## config.mk

```make
export PLATFORM = sky130hd
export DESIGN_NAME = mips_multicycle_controller
export DESIGN_NICKNAME = d
export VERILOG_FILES = /design/src/rtl/mips_ctrl_pkg.sv /design/src/rtl/mips_multicycle_controller.sv
export SDC_FILE = /design/constraint.sdc
export NUM_CORES = 1
export LEC_CHECK = 0
export CAP_MARGIN = 20
export CORE_MARGIN = 10
export CORE_UTILIZATION = 38
export DETAILED_ROUTE_END_ITERATION = 10
export GPL_TIMING_DRIVEN = 0
export PLACE_DENSITY_LB_ADDON = 0.2
export SLEW_MARGIN = 20
export SYNTH_ARGS = -nofsm -noshare
export SYNTH_HDL_FRONTEND = slang
export SYNTH_SLANG_ARGS = --single-unit
```

## constraint.sdc

```tcl
create_clock -name clk -period 1.33 [get_ports clk]
set_input_delay 0.1995 -clock clk [delete_from_list [all_inputs] [get_ports clk]]
set_output_delay 0.1995 -clock clk [all_outputs]
set_load 0.01 [all_outputs]
```

## src/rtl/mips_ctrl_pkg.sv

```systemverilog
// ============================================================================
// Module   : mips_ctrl_pkg
// Brief    : Shared opcode, ALU-op, mux-select and state encodings for the
//            multicycle MIPS control path (controller and alu_decoder).
// Revision : 1.0 - initial release
// ============================================================================
`default_nettype none

package mips_ctrl_pkg;

    // Primary opcodes, instr[31:26]
    localparam logic [5:0] OP_RTYPE = 6'b000000;
    localparam logic [5:0] OP_LW    = 6'b100011;
    localparam logic [5:0] OP_SW    = 6'b101011;
    localparam logic [5:0] OP_BEQ   = 6'b000100;
    localparam logic [5:0] OP_BNE   = 6'b000101;
    localparam logic [5:0] OP_ADDI  = 6'b001000;
    localparam logic [5:0] OP_J     = 6'b000010;

    // Coarse ALU operation handed to alu_decoder
    localparam logic [1:0] ALUOP_ADD   = 2'b00;
    localparam logic [1:0] ALUOP_SUB   = 2'b01;
    localparam logic [1:0] ALUOP_FUNCT = 2'b10;

    // ALU B-operand select
    localparam logic [1:0] ALUSRCB_REG    = 2'b00;
    localparam logic [1:0] ALUSRCB_FOUR   = 2'b01;
    localparam logic [1:0] ALUSRCB_IMM    = 2'b10;
    localparam logic [1:0] ALUSRCB_IMMSH2 = 2'b11;

    // Next-PC source select
    localparam logic [1:0] PCSRC_ALU    = 2'b00;
    localparam logic [1:0] PCSRC_ALUOUT = 2'b01;
    localparam logic [1:0] PCSRC_JUMP   = 2'b10;

    // Controller state encodings; 14 and 15 are unused
    typedef enum logic [3:0] {
        ST_IDLE     = 4'd0,
        ST_FETCH    = 4'd1,
        ST_DECODE   = 4'd2,
        ST_MEMADR   = 4'd3,
        ST_MEMREAD  = 4'd4,
        ST_MEMWB    = 4'd5,
        ST_MEMWRITE = 4'd6,
        ST_EXECUTE  = 4'd7,
        ST_ALUWB    = 4'd8,
        ST_BRANCH   = 4'd9,
        ST_ADDIEX   = 4'd10,
        ST_ADDIWB   = 4'd11,
        ST_JUMP     = 4'd12,
        ST_TRAP     = 4'd13
    } ctrl_state_e;

    // True when the opcode belongs to the supported instruction set.
    // bne_en widens the set with bne when branch-not-equal support is built.
    function automatic logic op_is_legal(input logic [5:0] op, input logic bne_en);
        case (op)
            OP_RTYPE, OP_LW, OP_SW, OP_BEQ, OP_ADDI, OP_J: return 1'b1;
            OP_BNE:                                        return bne_en;
            default:                                       return 1'b0;
        endcase
    endfunction

endpackage

`default_nettype wire

```

## src/rtl/mips_multicycle_controller.sv

```systemverilog
// ============================================================================
// Module   : mips_multicycle_controller
// Brief    : Moore control FSM for the multicycle MIPS datapath. Steps each
//            instruction through fetch/decode/execute states and drives all
//            datapath enables and mux selects. Optional feature macro:
//            CTRL_BNE_EN (adds bne through the BRANCH state).
// Revision : 1.0 - initial release
// ============================================================================
`default_nettype none

module mips_multicycle_controller
    import mips_ctrl_pkg::*;
#(
    parameter int ILLEGAL_TRAP = 0
) (
    input  logic       clk,
    input  logic       rst_n,
    input  logic [5:0] opcode,
    output logic [1:0] alu_op,
    output logic       pc_write,
    output logic       branch,
    output logic       branch_ne,
    output logic       ir_write,
    output logic       mem_write,
    output logic       reg_write,
    output logic       i_or_d,
    output logic       mem_to_reg,
    output logic       reg_dst,
    output logic       alu_src_a,
    output logic [1:0] alu_src_b,
    output logic [1:0] pc_src,
    output logic       illegal_op,
    output logic [3:0] state
);

`ifdef CTRL_BNE_EN
    localparam logic BNE_EN = 1'b1;
`else
    localparam logic BNE_EN = 1'b0;
`endif

    ctrl_state_e state_q;
    ctrl_state_e state_d;

    // Opcode class captured in DECODE so later states never look at opcode:
    // 1 selects the store path after MEMADR and the not-equal test in BRANCH.
    logic        cls_q;
    logic        cls_d;

    logic        op_legal;

    assign op_legal = op_is_legal(opcode, BNE_EN);
    assign state    = state_q;

    // State and opcode-class registers; reset aborts any instruction at once
    always_ff @(posedge clk or negedge rst_n) begin
        if (!rst_n) begin
            state_q <= ST_IDLE;
            cls_q   <= 1'b0;
        end else begin
            state_q <= state_d;
            cls_q   <= cls_d;
        end
    end

    // Next-state selection; unused encodings fall back to IDLE
    always_comb begin
        state_d = ST_IDLE;
        cls_d   = cls_q;
        case (state_q)
            ST_IDLE:     state_d = ST_FETCH;
            ST_FETCH:    state_d = ST_DECODE;
            ST_DECODE: begin
                cls_d = (opcode == OP_SW) || (BNE_EN && (opcode == OP_BNE));
                if (!op_legal) begin
                    state_d = (ILLEGAL_TRAP != 0) ? ST_TRAP : ST_FETCH;
                end else begin
                    case (opcode)
                        OP_RTYPE:     state_d = ST_EXECUTE;
                        OP_LW, OP_SW: state_d = ST_MEMADR;
                        OP_BEQ:       state_d = ST_BRANCH;
`ifdef CTRL_BNE_EN
                        OP_BNE:       state_d = ST_BRANCH;
`endif
                        OP_ADDI:      state_d = ST_ADDIEX;
                        OP_J:         state_d = ST_JUMP;
                        default:      state_d = ST_FETCH;
                    endcase
                end
            end
            ST_MEMADR:   state_d = cls_q ? ST_MEMWRITE : ST_MEMREAD;
            ST_MEMREAD:  state_d = ST_MEMWB;
            ST_MEMWB:    state_d = ST_FETCH;
            ST_MEMWRITE: state_d = ST_FETCH;
            ST_EXECUTE:  state_d = ST_ALUWB;
            ST_ALUWB:    state_d = ST_FETCH;
            ST_BRANCH:   state_d = ST_FETCH;
            ST_ADDIEX:   state_d = ST_ADDIWB;
            ST_ADDIWB:   state_d = ST_FETCH;
            ST_JUMP:     state_d = ST_FETCH;
            ST_TRAP:     state_d = ST_TRAP;
            default:     state_d = ST_IDLE;
        endcase
    end

    // Moore output decode; everything not set for a state stays 0
    always_comb begin
        alu_op     = ALUOP_ADD;
        pc_write   = 1'b0;
        branch     = 1'b0;
        branch_ne  = 1'b0;
        ir_write   = 1'b0;
        mem_write  = 1'b0;
        reg_write  = 1'b0;
        i_or_d     = 1'b0;
        mem_to_reg = 1'b0;
        reg_dst    = 1'b0;
        alu_src_a  = 1'b0;
        alu_src_b  = ALUSRCB_REG;
        pc_src     = PCSRC_ALU;
        illegal_op = 1'b0;
        case (state_q)
            ST_FETCH: begin
                ir_write  = 1'b1;
                pc_write  = 1'b1;
                alu_src_b = ALUSRCB_FOUR;
                alu_op    = ALUOP_ADD;
            end
            ST_DECODE: begin
                // Branch target precomputed here as PC+4 + (imm << 2)
                alu_src_b  = ALUSRCB_IMMSH2;
                alu_op     = ALUOP_ADD;
                illegal_op = !op_legal;
            end
            ST_MEMADR: begin
                alu_src_a = 1'b1;
                alu_src_b = ALUSRCB_IMM;
            end
            ST_MEMREAD: begin
                i_or_d = 1'b1;
            end
            ST_MEMWB: begin
                reg_write  = 1'b1;
                mem_to_reg = 1'b1;
            end
            ST_MEMWRITE: begin
                i_or_d    = 1'b1;
                mem_write = 1'b1;
            end
            ST_EXECUTE: begin
                alu_src_a = 1'b1;
                alu_op    = ALUOP_FUNCT;
            end
            ST_ALUWB: begin
                reg_write = 1'b1;
                reg_dst   = 1'b1;
            end
            ST_BRANCH: begin
                alu_src_a = 1'b1;
                alu_op    = ALUOP_SUB;
                pc_src    = PCSRC_ALUOUT;
`ifdef CTRL_BNE_EN
                branch    = !cls_q;
                branch_ne = cls_q;
`else
                branch    = 1'b1;
`endif
            end
            ST_ADDIEX: begin
                alu_src_a = 1'b1;
                alu_src_b = ALUSRCB_IMM;
            end
            ST_ADDIWB: begin
                reg_write = 1'b1;
            end
            ST_JUMP: begin
                pc_src   = PCSRC_JUMP;
                pc_write = 1'b1;
            end
            default: begin
                // IDLE, TRAP and unused encodings drive nothing
            end
        endcase
    end

endmodule

`default_nettype wire
```

==> results of run 1 <==
-- layout by cell type (no fill, tap or decap), types with 3 or more instances in the layout --
cell type	netlist	final
buf_4	5	16
dfrtp_2	0	3
clkbuf_4	0	3
nor2_4	0	3
buf_6	0	17
nand2b_4	2	5
nor3_2	0	3
o211ai_1	3	3
nor2_1	6	4
dlygate4sd2_1	0	8
buf_2	2	10
xor2_1	3	3
nand2_1	7	5
-- cell families after synthesis --
family / synth area share
DFF: 0.230
AOI/OAI and AO/OA: 0.195
other: 0.00689
buffers and inverters: 0.101
xor gates and xnor gates: 0.0483
and+or+nand+nor: 0.418
-- Yosys cell counts --
cell type | n | share of area
a21oi_1 | 3 | 0.028
a31oi_1 | 2 | 0.023
a32o_2 | 1 | 0.021
and2_4 | 1 | 0.016
and3_1 | 2 | 0.023
and3b_2 | 1 | 0.018
and4b_1 | 1 | 0.018
buf_2 | 2 | 0.018
buf_4 | 5 | 0.069
conb_1 | 1 | 0.0069
dfrtp_1 | 5 | 0.23
inv_1 | 2 | 0.014
nand2_1 | 7 | 0.048
nand2b_1 | 5 | 0.057
nand2b_4 | 2 | 0.051
nand3b_1 | 2 | 0.028
nor2_1 | 6 | 0.041
nor2_2 | 1 | 0.012
nor2b_1 | 1 | 0.012
nor3_1 | 5 | 0.046
nor3b_1 | 1 | 0.014
nor4_1 | 2 | 0.023
o211ai_1 | 3 | 0.041
o21a_1 | 1 | 0.014
o21ai_0 | 2 | 0.018
o22ai_1 | 3 | 0.034
o311ai_1 | 1 | 0.016
or2_2 | 1 | 0.012
xor2_1 | 3 | 0.048
-- metrics by stage --
stage               instances  worst slack [ns]
floorplan                  72          -0.00725
global placement          114            -0.806
detailed placement        114            -0.825
CTS                       131            -0.250
global route              138            -0.318
finish                    138            -0.272
-- report_power, final --
part / switching, mW / leakage [nW] / internal [mW]
combinational: 0.811 / 0.472 / 0.915
sequential: 0.0896 / 0.0611 / 0.208
clock: 0.0771 / 0.0150 / 0.114
-- repair_timing --
item / 4_1_cts / 5_1_grt
pin swaps: 7 / 6
setup buffers: 13 / 7
cloned: 0 / 0
resized for setup: 105 / 10
endpoints found under the hold margin: 0 / 0
hold buffers: 0 / 0
setup endpoints to repair: 20 / 18
-- layout make-up --
cell class / instances / area [um^2] / area share
Multi-Input combinational cell: 58 / 460 / 0.416
Timing Repair Buffer: 47 / 393 / 0.355
Sequential cell: 5 / 129 / 0.117
Buffer: 7 / 71.3 / 0.0645
Clock buffer: 4 / 26.3 / 0.0238
Tap cell: 15 / 18.8 / 0.0170
Inverter: 2 / 7.51 / 0.00679
-- registers in the layout, indices dropped and copies added, names as in the netlist --
| name | count |
|---|---|
| cls_q | 1 |
| state | 4 |
-- per-layer routing --
metal,routed length (um),GRT usage
met3,186,0.0545
met4,121,0.101
met2,1260,0.230
met1,979,0.144
met5,0,0
-- worst max path at each step --
stage | to | slack, ns | cells after the start
finish | pc_src[0] | -0.27 | 5
global route | pc_src[0] | -0.32 | 5
CTS | alu_src_a | -0.25 | 5
detailed placement | illegal_op | -0.82 | 5
global placement | illegal_op | -0.81 | 5
floorplan | alu_op[0] | -0.007 | 4
==> flow_summary.yaml, run 1 <==
timing:
  setup_ws_ns: -0.272
  tns_ns: -2.78
  hold_violations: 0
  hold-worst-slack_ns: 0.164
  finClkSkew_ns: 0.0110
  max_freq_ghz: 0.624
  fin_crit_sh: 1.20
  rsz0062_at_grt: "true"
  setup_viol: 16
  drv_slew: 0
  period_needed_ns: 1.60
critical_path:
  crit_fanout: 6
  cpLargestDelayFamily: "flip-flops"
  r2r_slack_ns: -0.12
  rr_worst_depth: 5
  crit_path_frequent_cell: "buf_6"
  path_buf_inv: 3
  worstReg2RegStart: "state[2]$_DFF_PN0_"
  timing.rr.end: "state[3]$_DFF_PN0_"
  cp.arrival_ns: 1.40
  slowest_delay_ns: 0.44
  cp.required_ns: 1.13
  end_kind: "output port"
  cp_cell_sequence: "buf_6 > nand2b_4 > nor2_4 > buf_6 > buf_6"
  start_kind: "flop"
  worstSetupPathType: "reg -> out"
  slowest_stage: "dfrtp_2"
  worstSetupStartpoint: "state[2]$_DFF_PN0_"
cts:
  clockRootBuffer: "clkbuf_4"
  clk_latency_ns: 0.26
  clk_path_buf_depth: 2
  numCtsBuffers: 3
  cts_tree: "yes"
  clk_pin_slew_ns: 0.05
  htree_levels: 1
  clock-sinks: 5
die:
  die_area_mm2: 0.00335
  initial_core_util: 0.408
  ioPinCount: 29
  die_x_um: 57.8
  coreArea_mm2: 0.00133
  rows: 13
  chipHeight_um: 57.8
route:
  drc: 0
  vias_per_cell: 5.70
  wl_um: 2550
  first_pass_iters: 4
  dr.first_iter.drc_count: 9
  wl_per_cell_um: 18.4
  ant_nets: 0
  num_vias: 786
pwr:
  ir_drop_v: 0.00144
  power.density_mw_per_mm2: 2000
  power.total_mw: 2.22
  power.leakage_nw: 0.548
layout:
  area_growth_pct: 103
  layout.nets: 132
  n_fill_cell: 79
  antenna_cells: 0
  postLayoutCoreUtil: 0.829
  drive_gt1_frac: 0.593
  design_area_mm2: 0.00111
synthesis:
  synth_cell_types: 29
  yosysSeqAreaShare: 0.230
  yosysWarnings: 0
  syn_inst: 72
  avgSynthCellArea_um2: 7.56
  synth_area_um2: 544
  ys_ff_latch: 5
  synth_fp_nets: 80
global_routing:
  antenna_found_initial: 0
  grt_pass1_wl_um: 3700
  grt_max_degree: 11
  grt_overflow: 0
  grt_pass1_vias: 757
  grt_usage: 0.141
placed_design:
  place_area_um2: 855
  place_congestion: 0.769
  portBuffers: 27
  dp_hpwl_um: 1410
min_path:
  hold_class: "in -> async"
status:
  violations: "negative setup slack"
  outcome: "finished, violations left"
job:
  maxCapViolCount: 0
Power figures use the tool's default switching activity.
==> run 2: changes to the inputs <==
clock period = 1.7 ns   (was 1.33 ns; I/O delays follow)
==> flow_summary.yaml, run 2 (synthesis gave the netlist of run 1 again) <==
status:
  outcome: "complete, no violations"
layout:
  largest_reg_flops: 4
  layout.nets: 117
  layout_common_cells: "dlygate4sd2_1 (11), buf_4 (9), buf_2 (6), nand2_1 (6)"
  antenna_cells: 0
  n_fill_cell: 122
  area_growth_pct: 65.7
  drive_gt1_frac: 0.361
  multi_input_area_um2: 407
  final_common_cell: "dlygate4sd2_1"
  postLayoutCoreUtil: 0.676
  regArea_um2: 128
  design_area_um2: 902
  fin_cells: 123
placed_design:
  placed_cells: 114
  place_congestion: 0.768
  dp_hpwl_um: 1290
  place_area_um2: 833
  place_ws_ns: -0.531
  portBuffers: 27
timing:
  drv_slew: 0
  max_freq_ghz: 0.617
  setup_ws_ns: 0.0783
  period_needed_ns: 1.62
  hold_violations: 0
  fin_crit_sh: 0.954
  setup_viol: 0
  rsz0062_at_grt: "true"
  finClkSkew_ns: 0.00263
cts:
  clk_path_buf_depth: 2
  htree_levels: 1
  postCtsHoldBufs: 0
  cts_tree: "yes"
  clock-sinks: 5
  clk_latency_ns: 0.24
  clockRootBuffer: "clkbuf_4"
  clk_pin_slew_ns: 0.04
  numCtsBuffers: 3
pwr:
  p_seq_frac: 0.164
  power.density_mw_per_mm2: 1460
  p_int_mw: 0.737
  power.leakage_nw: 0.459
  ir_drop_v: 0.000780
  pwr-share-comb: 0.732
  power.total_mw: 1.31
  p_clk_frac: 0.103
  swShare: 0.438
  p_sw_mw: 0.575
die:
  die_area_mm2: 0.00335
  coreArea_mm2: 0.00133
  initial_core_util: 0.408
  chipHeight_um: 57.8
  ioPinCount: 29
  die_x_um: 57.8
  rows: 13
route:
  num_vias: 652
  ant_nets: 0
  wl_per_cell_um: 14.1
  wl_um: 1730
  vias_per_cell: 5.30
  dr.first_iter.drc_count: 17
  drc: 0
  first_pass_iters: 4
critical_path:
  end_kind: "output port"
  cp.arrival_ns: 1.37
  worstSetupPathType: "reg -> out"
  rr_worst_depth: 4
  start_kind: "flop"
  cp.required_ns: 1.44
  crit_fanout: 10
global_routing:
  grt_overflow: 0
  grt_max_degree: 11
  antenna_found_initial: 0
  grt_pass1_vias: 645
  grt_pass1_wl_um: 2840
  grt_usage: 0.102
min_path:
  hold_class: "in -> async"
job:
  maxCapViolCount: 0
-- run 2: cell types whose count changed in the layout (fill, tap and decap cells not counted), moves of 2 or more --
cell	previous run	this run
a21oi_1	1	3
a21oi_2	2	0
buf_2	10	6
buf_4	16	9
buf_6	17	2
clkbuf_2	0	3
clkdlybuf4s50_1	1	5
dlygate4sd2_1	8	11
nor3_1	2	4
nor3_2	3	1
-- run 2: power groups by stage --
stage / combinational [mW] / sequential (mW) / clock [mW]
floorplan: 0.485 / 0.224 / 0
finish: 0.962 / 0.216 / 0.136
CTS: 0.922 / 0.217 / 0.143
global placement: 0.887 / 0.215 / 0
detailed placement: 0.893 / 0.216 / 0
global route: 1.05 / 0.222 / 0.154
-- run 2: timing repair --
item	4_1_cts	5_1_grt
setup endpoints to repair	16	12
gates cloned	0	0
pin swaps	1	2
resized for setup	46	17
setup buffers	4	1
-- run 2: layout make-up --
class / count / share of cell area
repair buffers: 32 / 0.286
flip-flops and latches: 5 / 0.141
well taps: 15 / 0.0208
clock buffers: 4 / 0.0291
multi-input cells: 58 / 0.451
inverters: 2 / 0.00832
plain buffers: 7 / 0.0638
-- run 2: worst paths after layout --
| path | end | slack, ns | from |
|---|---|---|---|
| setup / recovery | pc_src[0] | 0.08 | state[1]$_DFF_PN0_ |
| hold / removal | state[1]$_DFF_PN0_ | 0.24 | rst_n |
| setup reg to reg | cls_q$_DFFE_PN0P_ | 0.50 | state[1]$_DFF_PN0_ |
| hold reg to reg | cls_q$_DFFE_PN0P_ | 0.50 | cls_q$_DFFE_PN0P_ |
| max in group asynchronous | state[3]$_DFF_PN0_ | 1.24 | rst_n |
| min in group clk | state[1]$_DFF_PN0_ | 0.44 | opcode[4] |
-- run 2: worst max-delay path, cell delays in order (launching register included) --
cell             delay, ns
dfrtp_1               0.38
buf_6                 0.14
nand2b_4              0.17
nor2_4                0.12
buf_4                 0.11
clkdlybuf4s15_2       0.21
-- run 2: stage by stage --
stage / TNS [ns] / hold WS, ns
after floorplan: 0 / -0.0406
after global placement: -1.69 / 0.483
after detailed placement: -1.84 / 0.489
after CTS: -0.0398 / 0.238
after global routing: -0.0321 / 0.244
final: 0 / 0.241
-- run 2: per-layer routing --
layer,track usage,vias to the layer above,share of wire
li1,-,328,-
met1,0.106,294,0.40
met2,0.166,28,0.48
met3,0.0654,2,0.12
met4,0.0302,0,0.0069
met5,0,-,0
==> run 3: changes to the inputs <==
MAX_ROUTING_LAYER = met4   (was default)
==> flow_summary.yaml, run 3 (synthesis gave the netlist of run 1 again) <==
pwr:
  p_clk_frac: 0.103
  power.density_mw_per_mm2: 1450
  ir_drop_v: 0.000780
  p_seq_frac: 0.164
  pwr-share-comb: 0.733
  p_int_mw: 0.737
  p_sw_mw: 0.575
  swShare: 0.438
  power.leakage_nw: 0.459
die:
  coreArea_mm2: 0.00133
  rows: 13
  chipHeight_um: 57.8
  die_area_mm2: 0.00335
  ioPinCount: 29
  initial_core_util: 0.408
  die_x_um: 57.8
critical_path:
  rr_worst_depth: 4
  start_kind: "flop"
  end_kind: "output port"
  cp.arrival_ns: 1.36
  r2r_slack_ns: 0.50
  cp.required_ns: 1.44
  crit_fanout: 10
  worstReg2RegStart: "state[1]$_DFF_PN0_"
  worstSetupPathType: "reg -> out"
  timing.rr.end: "cls_q$_DFFE_PN0P_"
timing:
  rsz0062_at_grt: "true"
  fin_crit_sh: 0.953
  finClkSkew_ns: 0.00257
  setup_viol: 0
  tns_ns: 0
  hold_violations: 0
  max_freq_ghz: 0.618
  drv_slew: 0
  period_needed_ns: 1.62
route:
  dr.first_iter.drc_count: 17
  num_vias: 655
  drc: 0
  ant_nets: 0
  vias_per_cell: 5.33
  wl_um: 1730
  first_pass_iters: 4
  wl_per_cell_um: 14.1
layout:
  largest_reg_flops: 4
  n_fill_cell: 122
  final_common_cell: "dlygate4sd2_1"
  layout.nets: 117
  area_growth_pct: 65.7
  regArea_um2: 128
  layout_common_cells: "dlygate4sd2_1 (11), buf_4 (9), buf_2 (6), nand2_1 (6)"
  antenna_cells: 0
  multi_input_area_um2: 407
  drive_gt1_frac: 0.361
  design_area_um2: 902
job:
  maxCapViolCount: 0
global_routing:
  grt_overflow: 0
  grt.busiest_layer: "met2"
  grt_usage: 0.105
  globalRouteMet1Util: 0.109
  use_met3: 0.0588
  grt_max_degree: 11
  antenna_found_initial: 0
  grt_pass1_wl_um: 2830
  grt_pass1_vias: 649
  use_met2: 0.166
cts:
  clock-sinks: 5
  clk_latency_ns: 0.24
  clockRootBuffer: "clkbuf_4"
  clk_path_buf_depth: 2
  numCtsBuffers: 3
  cts_tree: "yes"
  htree_levels: 1
  clk_pin_slew_ns: 0.04
  postCtsHoldBufs: 0
placed_design:
  place_area_um2: 833
  dp_hpwl_um: 1290
  place_congestion: 0.778
  portBuffers: 27
min_path:
  hold_class: "in -> async"
status:
  outcome: "complete, no violations"
-- run 3: cell counts in the layout (fill, tap and decap cells not counted) --
No cell type changed its count.
-- run 3: power groups by stage --
stage	logic, mW	registers (mW)	clock network [mW]
floorplan	0.485	0.224	0
global placement	0.887	0.215	0
detailed placement	0.893	0.216	0
CTS	0.922	0.217	0.143
global route	1.05	0.222	0.154
finish	0.962	0.216	0.135
-- run 3: how the worst max path moves through the flow --
stage                        from           end  slack (ns)  cells after the start
5_1_grt        state[1]$_DFF_PN0_  alu_src_b[0]       -0.02                      5
3_5_place_dp            opcode[3]    illegal_op       -0.53                      5
2_1_floorplan  state[1]$_DFF_PN0_     alu_op[0]        0.23                      4
3_3_place_gp            opcode[3]    illegal_op       -0.52                      5
4_1_cts                 opcode[4]    illegal_op       -0.01                      5
6_report       state[1]$_DFF_PN0_     pc_src[0]        0.08                      5
-- run 3: timing repair --
item | 4_1_cts | 5_1_grt
buffers inserted | 4 | 1
setup endpoints to repair | 16 | 12
gates cloned | 0 | 0
pin swaps | 1 | 2
gates resized for setup | 46 | 17
-- run 3: per-layer routing --
layer,part of all wire,routed length [um],up-vias
met3,0.11,193,2
li1,-,-,329
met4,0.0069,12,0
met2,0.48,823,32
met5,0,0,-
met1,0.41,702,292
-- run 3: area by class of cell --
type / instances / area share
Buffer: 7 / 0.0638
Clock buffer: 4 / 0.0291
Inverter: 2 / 0.00832
Multi-Input combinational cell: 58 / 0.451
Sequential cell: 5 / 0.141
Tap cell: 15 / 0.0208
Timing Repair Buffer: 32 / 0.286
-- run 3: critical path: stages, from the launching register on --
cell and delay [ns]:
dfrtp_1 0.38, buf_6 0.14, nand2b_4 0.17, nor2_4 0.12, buf_4 0.11, clkdlybuf4s15_2 0.21
-- run 3: metrics by stage --
step           total power [mW]  utilization  hold slack (ns)  setup slack [ns]  std cells
2_1_floorplan             0.709            -          -0.0406             0.232         72
3_3_place_gp               1.10        0.625            0.483            -0.517        114
3_5_place_dp               1.11        0.625            0.489            -0.531        114
4_1_cts                    1.28        0.678            0.238           -0.0147        122
5_1_grt                    1.43        0.676            0.244           -0.0161        123
6_report                   1.31        0.676            0.243            0.0806        123
